## src/rtl/ext_int_pkg.sv

```systemverilog
// Shared types and constants for the external interrupt controller:
// FSM state encoding, register map addresses and detector sense codes.
package ext_int_pkg;

    typedef enum logic [1:0] {
        IDLE    = 2'd0,
        REQ     = 2'd1,
        SERVICE = 2'd2
    } state_t;

    localparam logic [1:0] ADDR_ENABLE  = 2'd0;
    localparam logic [1:0] ADDR_PENDING = 2'd1;
    localparam logic [1:0] ADDR_CTRL    = 2'd2;
    localparam logic [1:0] ADDR_SENSE   = 2'd3;

    localparam logic [1:0] RISE   = 2'b00;
    localparam logic [1:0] FALL   = 2'b01;
    localparam logic [1:0] CHANGE = 2'b10;

endpackage

```

## src/rtl/int_priority_encoder.sv

```systemverilog
// Lowest-index-first priority encoder: id is the index of the lowest set
// request bit; valid is high when any request bit is set.
module int_priority_encoder #(
    parameter int NUM_SRC = 4,
    parameter int ID_W    = 2
) (
    input  logic [NUM_SRC-1:0] req,
    output logic               valid,
    output logic [ID_W-1:0]    id
);

    always_comb begin
        valid = |req;
        id    = '0;
        // Scan from the top down so the lowest set index is written last.
        for (int i = NUM_SRC - 1; i >= 0; i--) begin
            if (req[i]) begin
                id = ID_W'(i);
            end
        end
    end

endmodule

```

## src/rtl/ext_int_controller.sv

```systemverilog
// Configuration registers, pending latch and request/ack/done handshake for
// up to four external interrupt edge detectors.
module ext_int_controller
    import ext_int_pkg::*;
#(
    parameter int NUM_SRC = 4,
    parameter int ID_W    = 2
) (
    input  logic                   clk,
    input  logic                   rst_n,
    input  logic [NUM_SRC-1:0]     src_req,
    input  logic                   cfg_wr_en,
    input  logic [1:0]             cfg_addr,
    input  logic [7:0]             cfg_wdata,
    output logic [7:0]             cfg_rdata,
    output logic [NUM_SRC-1:0]     int_enable,
    output logic [2*NUM_SRC-1:0]   int_sense,
    output logic [NUM_SRC-1:0]     int_debounce,
    output logic                   irq,
    output logic [ID_W-1:0]        irq_id,
    input  logic                   irq_ack,
    input  logic                   irq_done,
    output logic [1:0]             state_dbg
);

    // Handshake: irq is held high in REQ until the core pulses irq_ack
    // (accepted, pending bit cleared) or the request is withdrawn because GIE
    // or the source enable dropped; irq_done is honoured only in SERVICE.

    state_t                 state_q;
    logic [NUM_SRC-1:0]     enable_q;
    logic [NUM_SRC-1:0]     pending_q;
    logic [NUM_SRC-1:0]     debounce_q;
    logic [2*NUM_SRC-1:0]   sense_q;
    logic                   gie_q;

    logic                   wr_enable;
    logic                   wr_pending;
    logic                   wr_ctrl;
    logic                   wr_sense;
    logic [NUM_SRC-1:0]     w1c_mask;
    logic [NUM_SRC-1:0]     ack_mask;
    logic [NUM_SRC-1:0]     pending_d;
    logic [NUM_SRC-1:0]     eligible;
    logic                   win_valid;
    logic [ID_W-1:0]        win_id;
    logic                   ack_take;
    logic                   withdraw;

    logic [3:0]             en_pad;
    logic [3:0]             pend_pad;
    logic [3:0]             dbn_pad;
    logic [7:0]             sense_pad;

    // Zero-extended copies make readback and irq_id indexing independent of NUM_SRC.
    always_comb begin
        en_pad                     = '0;
        pend_pad                   = '0;
        dbn_pad                    = '0;
        sense_pad                  = '0;
        en_pad[NUM_SRC-1:0]        = enable_q;
        pend_pad[NUM_SRC-1:0]      = pending_q;
        dbn_pad[NUM_SRC-1:0]       = debounce_q;
        sense_pad[2*NUM_SRC-1:0]   = sense_q;
    end

    assign wr_enable  = cfg_wr_en && (cfg_addr == ADDR_ENABLE);
    assign wr_pending = cfg_wr_en && (cfg_addr == ADDR_PENDING);
    assign wr_ctrl    = cfg_wr_en && (cfg_addr == ADDR_CTRL);
    assign wr_sense   = cfg_wr_en && (cfg_addr == ADDR_SENSE);

    assign ack_take = (state_q == REQ) && irq_ack;
    assign withdraw = (state_q == REQ) && !irq_ack && (!gie_q || !en_pad[irq_id]);

    always_comb begin
        w1c_mask = wr_pending ? cfg_wdata[NUM_SRC-1:0] : '0;
        ack_mask = '0;
        for (int i = 0; i < NUM_SRC; i++) begin
            ack_mask[i] = ack_take && (irq_id == ID_W'(i));
        end
        // A new pulse on the same bit as a clear wins.
        pending_d = (pending_q & ~(w1c_mask | ack_mask)) | src_req;
    end

    assign eligible = pending_q & enable_q & {NUM_SRC{gie_q}};

    int_priority_encoder #(
        .NUM_SRC (NUM_SRC),
        .ID_W    (ID_W)
    ) u_prio (
        .req     (eligible),
        .valid   (win_valid),
        .id      (win_id)
    );

    always_ff @(posedge clk) begin
        if (!rst_n) begin
            enable_q   <= '0;
            pending_q  <= '0;
            debounce_q <= '0;
            sense_q    <= '0;
            gie_q      <= 1'b0;
        end else begin
            pending_q <= pending_d;
            if (wr_enable) begin
                enable_q <= cfg_wdata[NUM_SRC-1:0];
            end
            if (wr_ctrl) begin
                gie_q      <= cfg_wdata[0];
                debounce_q <= cfg_wdata[4 +: NUM_SRC];
            end
            if (wr_sense) begin
                sense_q <= cfg_wdata[2*NUM_SRC-1:0];
            end
        end
    end

    always_ff @(posedge clk) begin
        if (!rst_n) begin
            state_q <= IDLE;
            irq     <= 1'b0;
            irq_id  <= '0;
        end else begin
            case (state_q)
                IDLE: begin
                    if (win_valid) begin
                        state_q <= REQ;
                        irq     <= 1'b1;
                        irq_id  <= win_id;
                    end else begin
                        irq <= 1'b0;
                    end
                end
                REQ: begin
                    if (ack_take) begin
                        state_q <= SERVICE;
                        irq     <= 1'b0;
                    end else if (withdraw) begin
                        state_q <= IDLE;
                        irq     <= 1'b0;
                    end else begin
                        irq <= 1'b1;
                    end
                end
                SERVICE: begin
                    irq <= 1'b0;
                    if (irq_done) begin
                        state_q <= IDLE;
                    end
                end
                default: begin
                    state_q <= IDLE;
                    irq     <= 1'b0;
                end
            endcase
        end
    end

    always_comb begin
        cfg_rdata = '0;
        case (cfg_addr)
            ADDR_ENABLE:  cfg_rdata = {4'b0000, en_pad};
            ADDR_PENDING: cfg_rdata = {4'b0000, pend_pad};
            ADDR_CTRL:    cfg_rdata = {dbn_pad, 3'b000, gie_q};
            ADDR_SENSE:   cfg_rdata = sense_pad;
            default:      cfg_rdata = '0;
        endcase
    end

    assign int_enable   = enable_q;
    assign int_sense    = sense_q;
    assign int_debounce = debounce_q;
    assign state_dbg    = state_q;

endmodule

```

## config.mk

```make
export PLATFORM = sky130hd
export DESIGN_NAME = ext_int_controller
export DESIGN_NICKNAME = d
export VERILOG_FILES = /design/src/rtl/ext_int_pkg.sv /design/src/rtl/int_priority_encoder.sv /design/src/rtl/ext_int_controller.sv
export SDC_FILE = /design/constraint.sdc
export NUM_CORES = 1
export LEC_CHECK = 0
export CAP_MARGIN = 20
export CORE_UTILIZATION = 35
export DETAILED_ROUTE_END_ITERATION = 12
export PLACE_DENSITY_LB_ADDON = 0.25
export SYNTH_ARGS = -nofsm -noshare
export SYNTH_HDL_FRONTEND = slang
export SYNTH_HIERARCHICAL = 1
export SYNTH_SLANG_ARGS = --single-unit
```

## constraint.sdc

```tcl
create_clock -name clk -period 1.9 [get_ports clk]
set_input_delay 0.38 -clock clk [delete_from_list [all_inputs] [get_ports clk]]
set_output_delay 0.38 -clock clk [all_outputs]
set_load 0.01 [all_outputs]
```

==> metrics.cfg <==
[drt]
dr.pass1.iters = 4
first_iter_violations = 45
drt-total-wl_um = 3372
drcViolationCount = 0
vias_per_cell = 5.013
wl_per_cell_um = 14.29
ant_nets = 0
num_vias = 1183

[floorplan]
initial_core_util_pct = 36.77
dieArea_um2 = 4158
rows = 22
die_y_um = 64.48
die_x_um = 64.48
core_um2 = 3716
ios = 48

[synth]
synth_area_um2 = 1366
synth_nets = 152
ys_types = 32
synth_top_area_share_pct = 38.10
async_flop_share_pct = 0
synth-edff-count = 0
synthCells = 133
synth_warnings = 6
synth_seq_cells = 26
synth_common_cells = dfxtp_1 (26), mux2i_1 (26), nor2b_1 (23)
synth_top_cell_by_area = dfxtp_1
synth_area_leaders = dfxtp_1 (38%), mux2i_1 (19%), nor2b_1 (11%)
postSynthAreaPerCell_um2 = 10.27
ys_seq_area_share_pct = 38.10
synth_flop_cell = dfxtp_1

[run]
maxCapViolations = 0

[power_and_ir_drop]
p_int_w = 0.0008282
p_per_area_nw_per_um2 = 546.0
pwr-share-comb_pct = 18.6
power_w = 0.001090
clockPowerShare_pct = 28.2
p_seq_share_pct = 53.2
vdd_drop_max_v = 0.0003007
swShare_pct = 24.04
p_leak_nw = 0.8489
netSwitchingPower_w = 0.0002622

[critical_path]
worstPathRequired_ns = 1.52
r2r-end = irq_id[1]
crit_chain = dlygate4sd2_1, buf_12, buf_12, mux2i_1, o21ai_0, dlygate4sd2_1
cp.arrival_ns = 1.47
critPathKind = in2out
endpoint_kind = primary output
rr_worst_depth = 6
rrSetupSlack_ns = 0.44
cp_max_fo = 12
cpMaxStageDelayCell = dlygate4sd2_1
worst-path-buf-inv = 4
crit_path_start_kind = primary input
cpPeakStageDelay_ns = 0.28
worst_path_dominant_cell_family = buffers and inverters
r2r-start = gie_q

[timing]
min_period_ns = 1.846
setup_viol = 0
tightest_slew_ns = 0.3262
fmax_mhz = 541.6
slew_headroom_pct = 77.97
slew_viol_final = 0
finalHoldViolCount = 0
layout_setup_ws_ns = 0.05353
min_period_over_period_pct = 97.18
rsz0062_at_grt = no
finClkSkew_ns = 0.0009685

[hold_path]
min_from = pend_pad[3]
hold_path.class = reg2reg
min_delay_path_depth = 2
hold_end = pend_pad[3]

[finish]
area_delta_synth_final_pct = 46.15
nets = 209
diodes = 0
drive_above_1_share_pct = 13.30

[cts]
cts-root-buf = clkbuf_8
clk_latency_ns = 0.27
cts_tree = built
cts.path.max_buffers = 2
cts.sinks = 26
cts_hold_buf = 0
path_clk_slew_ns = 0.08
htreeDepth = 1
numCtsBuffers = 3

[place]
place_congestion = 0.7802
io_buffers = 47
dp_slack_ns = -0.4020
dp_hpwl_um = 2534

[global_route]
grt_pass1_wl_um = 5844
track_usage_pct = 18.13
grt_antenna_before_repair = 0
grt_remaining_overflow = 0
grt_pass1_vias = 1277
grt_max_degree = 16

[outcome]
outcome = finished clean

==> power groups by stage <==
| stage | clock, W | sequential, W | combinational [W] |
|---|---|---|---|
| floorplan | 0 | 0.000593 | 0.0000904 |
| global placement | 0 | 0.000592 | 0.000194 |
| detailed placement | 0 | 0.000592 | 0.000198 |
| CTS | 0.000314 | 0.000580 | 0.000205 |
| global route | 0.000350 | 0.000583 | 0.000218 |
| finish | 0.000308 | 0.000580 | 0.000202 |
==> repair_timing <==
item,in CTS,in global routing
endpoints found under the setup margin,8,1
gates cloned,0,0
setup buffers,5,0
resized for setup,13,1
==> cell usage in the layout, fill, tap and decap left out, types with 2 or more instances in the layout <==
cell type,instances
dlygate4sd2_1,8
nand3_1,3
buf_12,2
clkbuf_8,3
nor2_1,4
inv_1,3
clkdlybuf4s50_1,37
nand4b_1,6
a21oi_1,4
nand2_1,2
nor2b_1,23
nand2b_1,2
buf_4,9
or2b_2,2
dfxtp_1,26
and3_1,4
o21ai_0,3
mux2i_1,26
a21boi_0,2
o41ai_1,2
==> routing by layer <==
layer / share of wire [%] / global-route usage (%) / vias to the layer above
met2: 51 / 33.42 / 34
met3: 4.4 / 2.641 / 5
li1: - / - / 582
met5: 0 / 0 / -
met1: 43 / 21.61 / 562
met4: 1.2 / 5.000 / 0
==> flip-flops by register name, indices dropped and copies added (netlist names) <==
register	flops
int_sense	8
state_dbg	2
gie_q	1
int_enable	4
int_debounce	4
irq_id	2
irq	1
pend_pad	4
==> kinds of logic (layout without fill, tap and decap cells) <==
kind of cell	after synthesis	in the layout	synth area share, %
and+or+nand+nor	54	54	27.75
DFF	26	26	38.10
muxes	28	28	22.62
AOI/OAI and AO/OA	15	15	7.418
buffers and inverters	10	65	4.121
==> per-stage QoR <==
step           setup TNS, ns  hold slack [ns]  area (µm²)  util (%)  cells
2_1_floorplan              0           0.4752        1366         -    133
3_3_place_gp          -2.933           0.5102        1917     51.58    228
3_5_place_dp          -3.033           0.5231        1917     51.58    228
4_1_cts                    0           0.5350        2002     53.87    236
5_1_grt                    0           0.5580        1997     53.74    236
6_report                   0           0.5262        1997     53.74    236
==> layout make-up <==
cell class / instances / area (µm²)
multi-input combinational: 97 / 789.5
sequential: 26 / 520.5
timing repair buffer: 59 / 574.3
inverter: 3 / 11.26
clock buffer: 3 / 41.29
fill: 369 / 1719
tap: 48 / 60.06
==> worst min-delay path: cells and delay by family, from the launching register on <==
kind	cells	cell delay, ns
flip-flops	1	0.33
AO/OA/AOI/OAI	2	0.16
==> how the worst max path moves through the flow <==
stage | slack [ns] | start | cells after the start | end
final | 0.05 | cfg_addr[0] | 6 | cfg_rdata[1]
after global routing | 0.01 | cfg_addr[0] | 6 | cfg_rdata[2]
after CTS | 0.05 | cfg_addr[0] | 6 | cfg_rdata[1]
after detailed placement | -0.40 | cfg_addr[1] | 3 | cfg_rdata[0]
after global placement | -0.40 | cfg_addr[1] | 3 | cfg_rdata[0]
after floorplan | 0.42 | cfg_addr[0] | 4 | cfg_rdata[3]
Power figures use the tool's default switching activity.
